$ cat src/rtl/store_buffer_if.sv
// Core-side and dmem-side signal bundle for the store buffer.
// slave is the buffer's view; master is the core/dmem side.
interface store_buffer_if #(
   parameter int AW    = 6,
   parameter int DEPTH = 4
);
   logic                   we_in;
   logic                   re_in;
   logic [AW-1:0]          addr_in;
   logic [31:0]            wd_in;
   logic                   stall_out;
   logic [31:0]            rd_out;
   logic                   mem_we;
   logic [AW-1:0]          mem_a;
   logic [31:0]            mem_d;
   logic [31:0]            mem_q;
   logic                   mem_ready;
   logic                   empty;
   logic [$clog2(DEPTH):0] count;

   modport slave (
      input  we_in, re_in, addr_in, wd_in, mem_q, mem_ready,
      output stall_out, rd_out, mem_we, mem_a, mem_d, empty, count
   );

   modport master (
      output we_in, re_in, addr_in, wd_in, mem_q, mem_ready,
      input  stall_out, rd_out, mem_we, mem_a, mem_d, empty, count
   );
endinterface

$ cat src/rtl/store_buffer.sv
// M-stage store buffer: circular FIFO of pending stores drained to dmem
// when the port is free, with youngest-match load forwarding.
module store_buffer #(
   parameter int DEPTH = 4,
   parameter int AW    = 6
) (
   input logic           clk,
   input logic           rst,
   store_buffer_if.slave sb
);
   localparam int PW = $clog2(DEPTH);
   localparam int CW = PW + 1;

   logic [AW-1:0] addr_q [DEPTH];
   logic [AW-1:0] addr_d [DEPTH];
   logic [31:0]   data_q [DEPTH];
   logic [31:0]   data_d [DEPTH];
   logic [PW-1:0] head_q, head_d;
   logic [PW-1:0] tail_q, tail_d;
   logic [CW-1:0] count_q, count_d;

   logic          full;
   logic          drain;
   logic          stall;
   logic          push;
   logic          hit;
   logic [31:0]   fwd_data;
   logic [PW-1:0] idx;

   always_comb begin
      full  = (count_q == CW'(DEPTH));
      drain = !rst && (count_q != '0) && !sb.re_in && sb.mem_ready;
      stall = !rst && sb.we_in && full && !drain;
      push  = !rst && sb.we_in && !stall;

      sb.stall_out = stall;
      sb.mem_we    = drain;
      sb.mem_a     = drain ? addr_q[head_q] : sb.addr_in;
      sb.mem_d     = drain ? data_q[head_q] : 32'd0;

      // Walk oldest to youngest so the last match is the youngest.
      hit      = 1'b0;
      fwd_data = 32'd0;
      idx      = '0;
      for (int i = 0; i < DEPTH; i++) begin
         idx = head_q + PW'(i);
         if ((CW'(i) < count_q) && (addr_q[idx] == sb.addr_in)) begin
            hit      = 1'b1;
            fwd_data = data_q[idx];
         end
      end

      if (rst || !sb.re_in) sb.rd_out = 32'd0;
      else if (hit)         sb.rd_out = fwd_data;
      else                  sb.rd_out = sb.mem_q;

      sb.empty = rst || (count_q == '0);
      sb.count = rst ? '0 : count_q;

      addr_d = addr_q;
      data_d = data_q;
      if (push) begin
         addr_d[tail_q] = sb.addr_in;
         data_d[tail_q] = sb.wd_in;
      end

      head_d = drain ? head_q + PW'(1) : head_q;
      tail_d = push  ? tail_q + PW'(1) : tail_q;

      unique case ({push, drain})
         2'b10:   count_d = count_q + CW'(1);
         2'b01:   count_d = count_q - CW'(1);
         default: count_d = count_q;
      endcase
   end

   always_ff @(posedge clk) begin
      if (rst) begin
         head_q  <= '0;
         tail_q  <= '0;
         count_q <= '0;
      end else begin
         head_q  <= head_d;
         tail_q  <= tail_d;
         count_q <= count_d;
      end
      addr_q <= addr_d;
      data_q <= data_d;
   end
endmodule

$ cat src/flat_wrapper.sv
// flat-port wrapper written by rule: the top's interface ports become plain ports
module store_buffer_flat 
#(
   parameter int DEPTH = 4,
   parameter int AW    = 6
)
  (clk, rst, sb_we_in, sb_re_in, sb_addr_in, sb_wd_in, sb_mem_q, sb_mem_ready, sb_stall_out, sb_rd_out, sb_mem_we, sb_mem_a, sb_mem_d, sb_empty, sb_count);
  store_buffer_if #(.AW(AW), .DEPTH(DEPTH)) sb_i ();
  input logic clk;
  input logic rst;
  input wire logic [$bits(sb_i.we_in)-1:0] sb_we_in;
  input wire logic [$bits(sb_i.re_in)-1:0] sb_re_in;
  input wire logic [$bits(sb_i.addr_in)-1:0] sb_addr_in;
  input wire logic [$bits(sb_i.wd_in)-1:0] sb_wd_in;
  input wire logic [$bits(sb_i.mem_q)-1:0] sb_mem_q;
  input wire logic [$bits(sb_i.mem_ready)-1:0] sb_mem_ready;
  output wire logic [$bits(sb_i.stall_out)-1:0] sb_stall_out;
  output wire logic [$bits(sb_i.rd_out)-1:0] sb_rd_out;
  output wire logic [$bits(sb_i.mem_we)-1:0] sb_mem_we;
  output wire logic [$bits(sb_i.mem_a)-1:0] sb_mem_a;
  output wire logic [$bits(sb_i.mem_d)-1:0] sb_mem_d;
  output wire logic [$bits(sb_i.empty)-1:0] sb_empty;
  output wire logic [$bits(sb_i.count)-1:0] sb_count;
  assign sb_i.we_in = sb_we_in;
  assign sb_i.re_in = sb_re_in;
  assign sb_i.addr_in = sb_addr_in;
  assign sb_i.wd_in = sb_wd_in;
  assign sb_i.mem_q = sb_mem_q;
  assign sb_i.mem_ready = sb_mem_ready;
  assign sb_stall_out = sb_i.stall_out;
  assign sb_rd_out = sb_i.rd_out;
  assign sb_mem_we = sb_i.mem_we;
  assign sb_mem_a = sb_i.mem_a;
  assign sb_mem_d = sb_i.mem_d;
  assign sb_empty = sb_i.empty;
  assign sb_count = sb_i.count;
  store_buffer #(.DEPTH(DEPTH), .AW(AW)) u_core (.clk(clk), .rst(rst), .sb(sb_i));
endmodule
$ cat config.mk
export PLATFORM = sky130hd
export DESIGN_NAME = store_buffer_flat
export DESIGN_NICKNAME = d
export VERILOG_FILES = /design/src/rtl/store_buffer_if.sv /design/src/rtl/store_buffer.sv /design/src/flat_wrapper.sv
export SDC_FILE = /design/constraint.sdc
export NUM_CORES = 1
export LEC_CHECK = 0
export ABC_AREA = 1
export CAP_MARGIN = 20
export CORE_UTILIZATION = 65
export CTS_CLUSTER_DIAMETER = 100
export DETAILED_ROUTE_END_ITERATION = 8
export DONT_BUFFER_PORTS = 1
export HOLD_SLACK_MARGIN = 0.12
export PLACE_DENSITY = 0.83
export SYNTH_ARGS = -nofsm -noshare
export SYNTH_HDL_FRONTEND = slang
export SYNTH_SLANG_ARGS = --single-unit
$ cat constraint.sdc
create_clock -name clk -period 4.43 [get_ports clk]
set_input_delay 1.329 -clock clk [delete_from_list [all_inputs] [get_ports clk]]
set_output_delay 1.329 -clock clk [all_outputs]
set_load 0.05 [all_outputs]
==> run_results.csv <==
group,metric,value,unit
placement,pre_cts_ws,0.1415,ns
synthesis,ys_seq_area_share,40.82,%
clocking,htree_levels,4,
sta,final.setup.tns,0,ns
floorplan,coreArea,17300,um^2
worst_setup_path,rrSetupSlack,1.36,ns
power,switching_power,1.144,mW
sta,post-route-period-util,99.69,%
worst_setup_path,slowest_delay,0.42,ns
global_routing,overflow,0,
worst_setup_path,r2r_start,"u_core.count_q[0]",
worst_setup_path,path_class,"reg2out",
routing,wl_per_cell,17.54,um
routing,dr_wl_met3,4.127,mm
worst_setup_path,endpoint,"sb_rd_out[16]",
worst_setup_path,cp-end-kind,"output pin",
synthesis,syn_area,11530,um^2
routing,top_layer,"met4",
routing,vias_per_cell,6.039,
sta,setup_slack,0.01372,ns
global_routing,antenna_found_initial,1,
power,powerDensity,301.1,nW/um^2
synthesis,synth_cell_types,29,
power,p_leak,5.969,nW
power,p_sw_share,28.83,%
sta,final-max-slew-violation-count,0,
clocking,cts.path.max_buffers,2,
power,internal_power,2.824,mW
cells_and_area,final_common_cell,"nand2_1",
synthesis,synthArstFlopShare,0,%
global_routing,grt_pass1_vias,10555,
cells_and_area,layout_common_cells,"nand2_1 (633), o21ai_0 (227), inv_1 (161)",
synthesis,yosys_warnings,0,
routing,drtPass1Iterations,6,
min_path,min_path_type,"reg2reg",
global_routing,grt_max_degree,119,
synthesis,avgSynthCellArea,6.865,um^2
worst_setup_path,worst_path_most_repeated_cell,"nand2_1",
synthesis,synth_nets,1762,
floorplan,start_util,66.64,%
floorplan,die_h,135.2,um
floorplan,die_w,135.2,um
cells_and_area,final_util,76.19,%
clocking,clkTransAtPathRegs,0.06,ns
worst_setup_path,crit_arrival,3.09,ns
routing,drtIter0Drc,1635,
cells_and_area,fin_nets,1796,
clocking,cts_tree,"yes",
worst_setup_path,rr_endpoint,"u_core.data_q[30]",
clocking,cts.sinks,159,
clocking,root_buffer,"clkbuf_16",
clocking,worstSkewPairLatency,0.43,ns
sta,worst_pin_slew,0.9248,ns
power,clock_power_share,37.8,%
worst_setup_path,cp_max_fo,26,
worst_setup_path,worstRegToRegCells,12,
worst_setup_path,required,3.10,ns
routing,wl_met1,12.69,mm
routing,vias,11789,
placement,place.gp.congestion,0.9167,
cells_and_area,area_growth,14.34,%
routing,wl,34.24,mm
sta,fmaxAchievable,226.4,MHz
run_status,status,"finished clean",
sta,slew-limit-headroom,38.34,%
sta,final.min_clock_period,4.416,ns
placement,io_buffers,0,
floorplan,row_count,48,
power,p_seq_share,43.0,%
worst_setup_path,start_kind,"flip-flop",
routing,antenna_left,0,
power,ir_drop,0.3124,mV
sta,setup_viol,0,
synthesis,ys_dominant_reg_cell,"edfxtp_1",
floorplan,io-pin-count,151,
sta,clock_skew,0.01243,ns
placement,hpwlAfterDp,20.55,mm
clocking,numCtsBuffers,17,
global_routing,grt_pass1_wl,51.39,mm
sta,finalHoldViolations,0,
synthesis,synth-edff-count,152,
routing,drc,0,
worst_setup_path,crit_start,"u_core.head_q[0]",
clocking,cts_hold_buf,0,
routing,wl_met2,15.99,mm
worst_setup_path,slowest_stage,"dfxtp_4",
synthesis,ys_ff_latch,159,
cells_and_area,drive_above_1_share,11.53,%
floorplan,die_area,18270,um^2
flow_run,drv_cap,0,
global_routing,grt.total_usage,36.41,%
synthesis,synthCells,1679,
power,comb_power_share,19.2,%
worst_setup_path,crit_chain,"buf_16 -> nand2_1 -> nand2_2 -> nand2_1 -> nand2_1 -> nand2_1 -> nand2_1 -> nand3_2 -> buf_4 -> nor3_1 -> a21oi_1 -> a21oi_1 -> buf_4",
-- cell type report --
class	instances	area (um^2)
multi-input cells	1238	5705
clock buffers	21	460.4
flip-flops and latches	159	4710
well taps	225	281.5
fillers	1256	4118
clock inverters	11	141.4
diodes	1	2.502
inverters	167	636.9
repair buffers	130	1241
-- power by group through the flow --
stage | Combinational, mW | Clock (mW) | Sequential (mW)
detailed placement | 0.710 | 0 | 1.74
floorplan | 0.523 | 0 | 1.73
global route | 0.819 | 1.55 | 1.71
CTS | 0.722 | 1.50 | 1.70
finish | 0.760 | 1.50 | 1.71
global placement | 0.692 | 0 | 1.73
-- synthesized netlist by cell type, types with 4 or more instances --
master	instances	area, um^2
a21oi_1	94	470.5
a21oi_2	9	78.83
buf_1	15	56.30
buf_2	44	220.2
buf_4	7	52.55
buf_6	5	56.30
clkbuf_1	46	172.7
dfxtp_1	7	140.1
edfxtp_1	152	4564
ha_1	8	100.1
inv_1	161	604.3
inv_2	6	22.52
nand2_1	635	2384
nand3_1	56	280.3
nand3b_1	32	240.2
nand4_1	33	206.5
nor2_1	53	198.9
nor2_4	4	45.04
nor3_1	31	155.2
o21ai_0	233	1166
o21ai_1	34	170.2
-- kinds of logic (layout without fill, tap and decap cells) --
logic type / after synthesis / count (layout) / synth area share (%)
buffers and inverters: 284 / 329 / 10.28
AOI/OAI and AO/OA: 373 / 373 / 16.55
and+or+nand+nor: 853 / 855 / 31.33
DFF: 159 / 159 / 40.82
adders and majority gates: 8 / 8 / 0.8685
xor gates and xnor gates: 2 / 2 / 0.1520
other: 0 / 1 / 0
-- state kept, by name, summed over array words and instances (netlist names) --
signal          flops
u_core.data_q     128
u_core.count_q      3
u_core.head_q       2
u_core.addr_q      24
u_core.tail_q       2
-- worst max-delay path, delay by kind of cell (launching register included) --
family                 cells  cell delay (ns)
AO/OA/AOI/OAI              2             0.37
flip-flops                 1             0.42
buffers and inverters      3             0.71
AND/OR/NAND/NOR            8             1.12
-- through the flow --
| step | hold slack [ns] | std cells | area, um^2 | total power, mW |
|---|---|---|---|---|
| finish | 0.5253 | 1952 | 13180 | 3.968 |
| global route | 0.5484 | 1952 | 13180 | 4.076 |
| CTS | 0.5179 | 1941 | 13040 | 3.922 |
| detailed placement | 0.4927 | 1908 | 12390 | 2.446 |
| global placement | 0.4767 | 1908 | 12390 | 2.426 |
| floorplan | 0.4626 | 1679 | 11530 | 2.256 |
-- worst min path at each step --
stage | cells after the start | endpoint | slack (ns) | start
2_1_floorplan | 1 | u_core.count_q[0] | 0.46 | u_core.count_q[0]
3_3_place_gp | 1 | u_core.count_q[0] | 0.48 | u_core.count_q[0]
3_5_place_dp | 1 | u_core.tail_q[0] | 0.49 | u_core.tail_q[0]
4_1_cts | 1 | u_core.count_q[0] | 0.52 | u_core.count_q[0]
5_1_grt | 1 | u_core.count_q[0] | 0.55 | u_core.count_q[0]
6_report | 1 | u_core.tail_q[0] | 0.53 | u_core.tail_q[0]
-- per-layer routing --
layer | up-vias | track usage, %
met5 | - | 0
met4 | 0 | 18.41
met3 | 172 | 6.921
met2 | 825 | 60.31
met1 | 5213 | 45.52
li1 | 5579 | -
-- timing repair --
action / CTS / global route
gates resized for setup: 3 / 11
setup buffers: 0 / 7
pin swaps: 0 / 3
hold endpoints to repair: 0 / 0
setup endpoints to repair: 32 / 32
cloned: 1 / 3
Power figures use the tool's default switching activity.
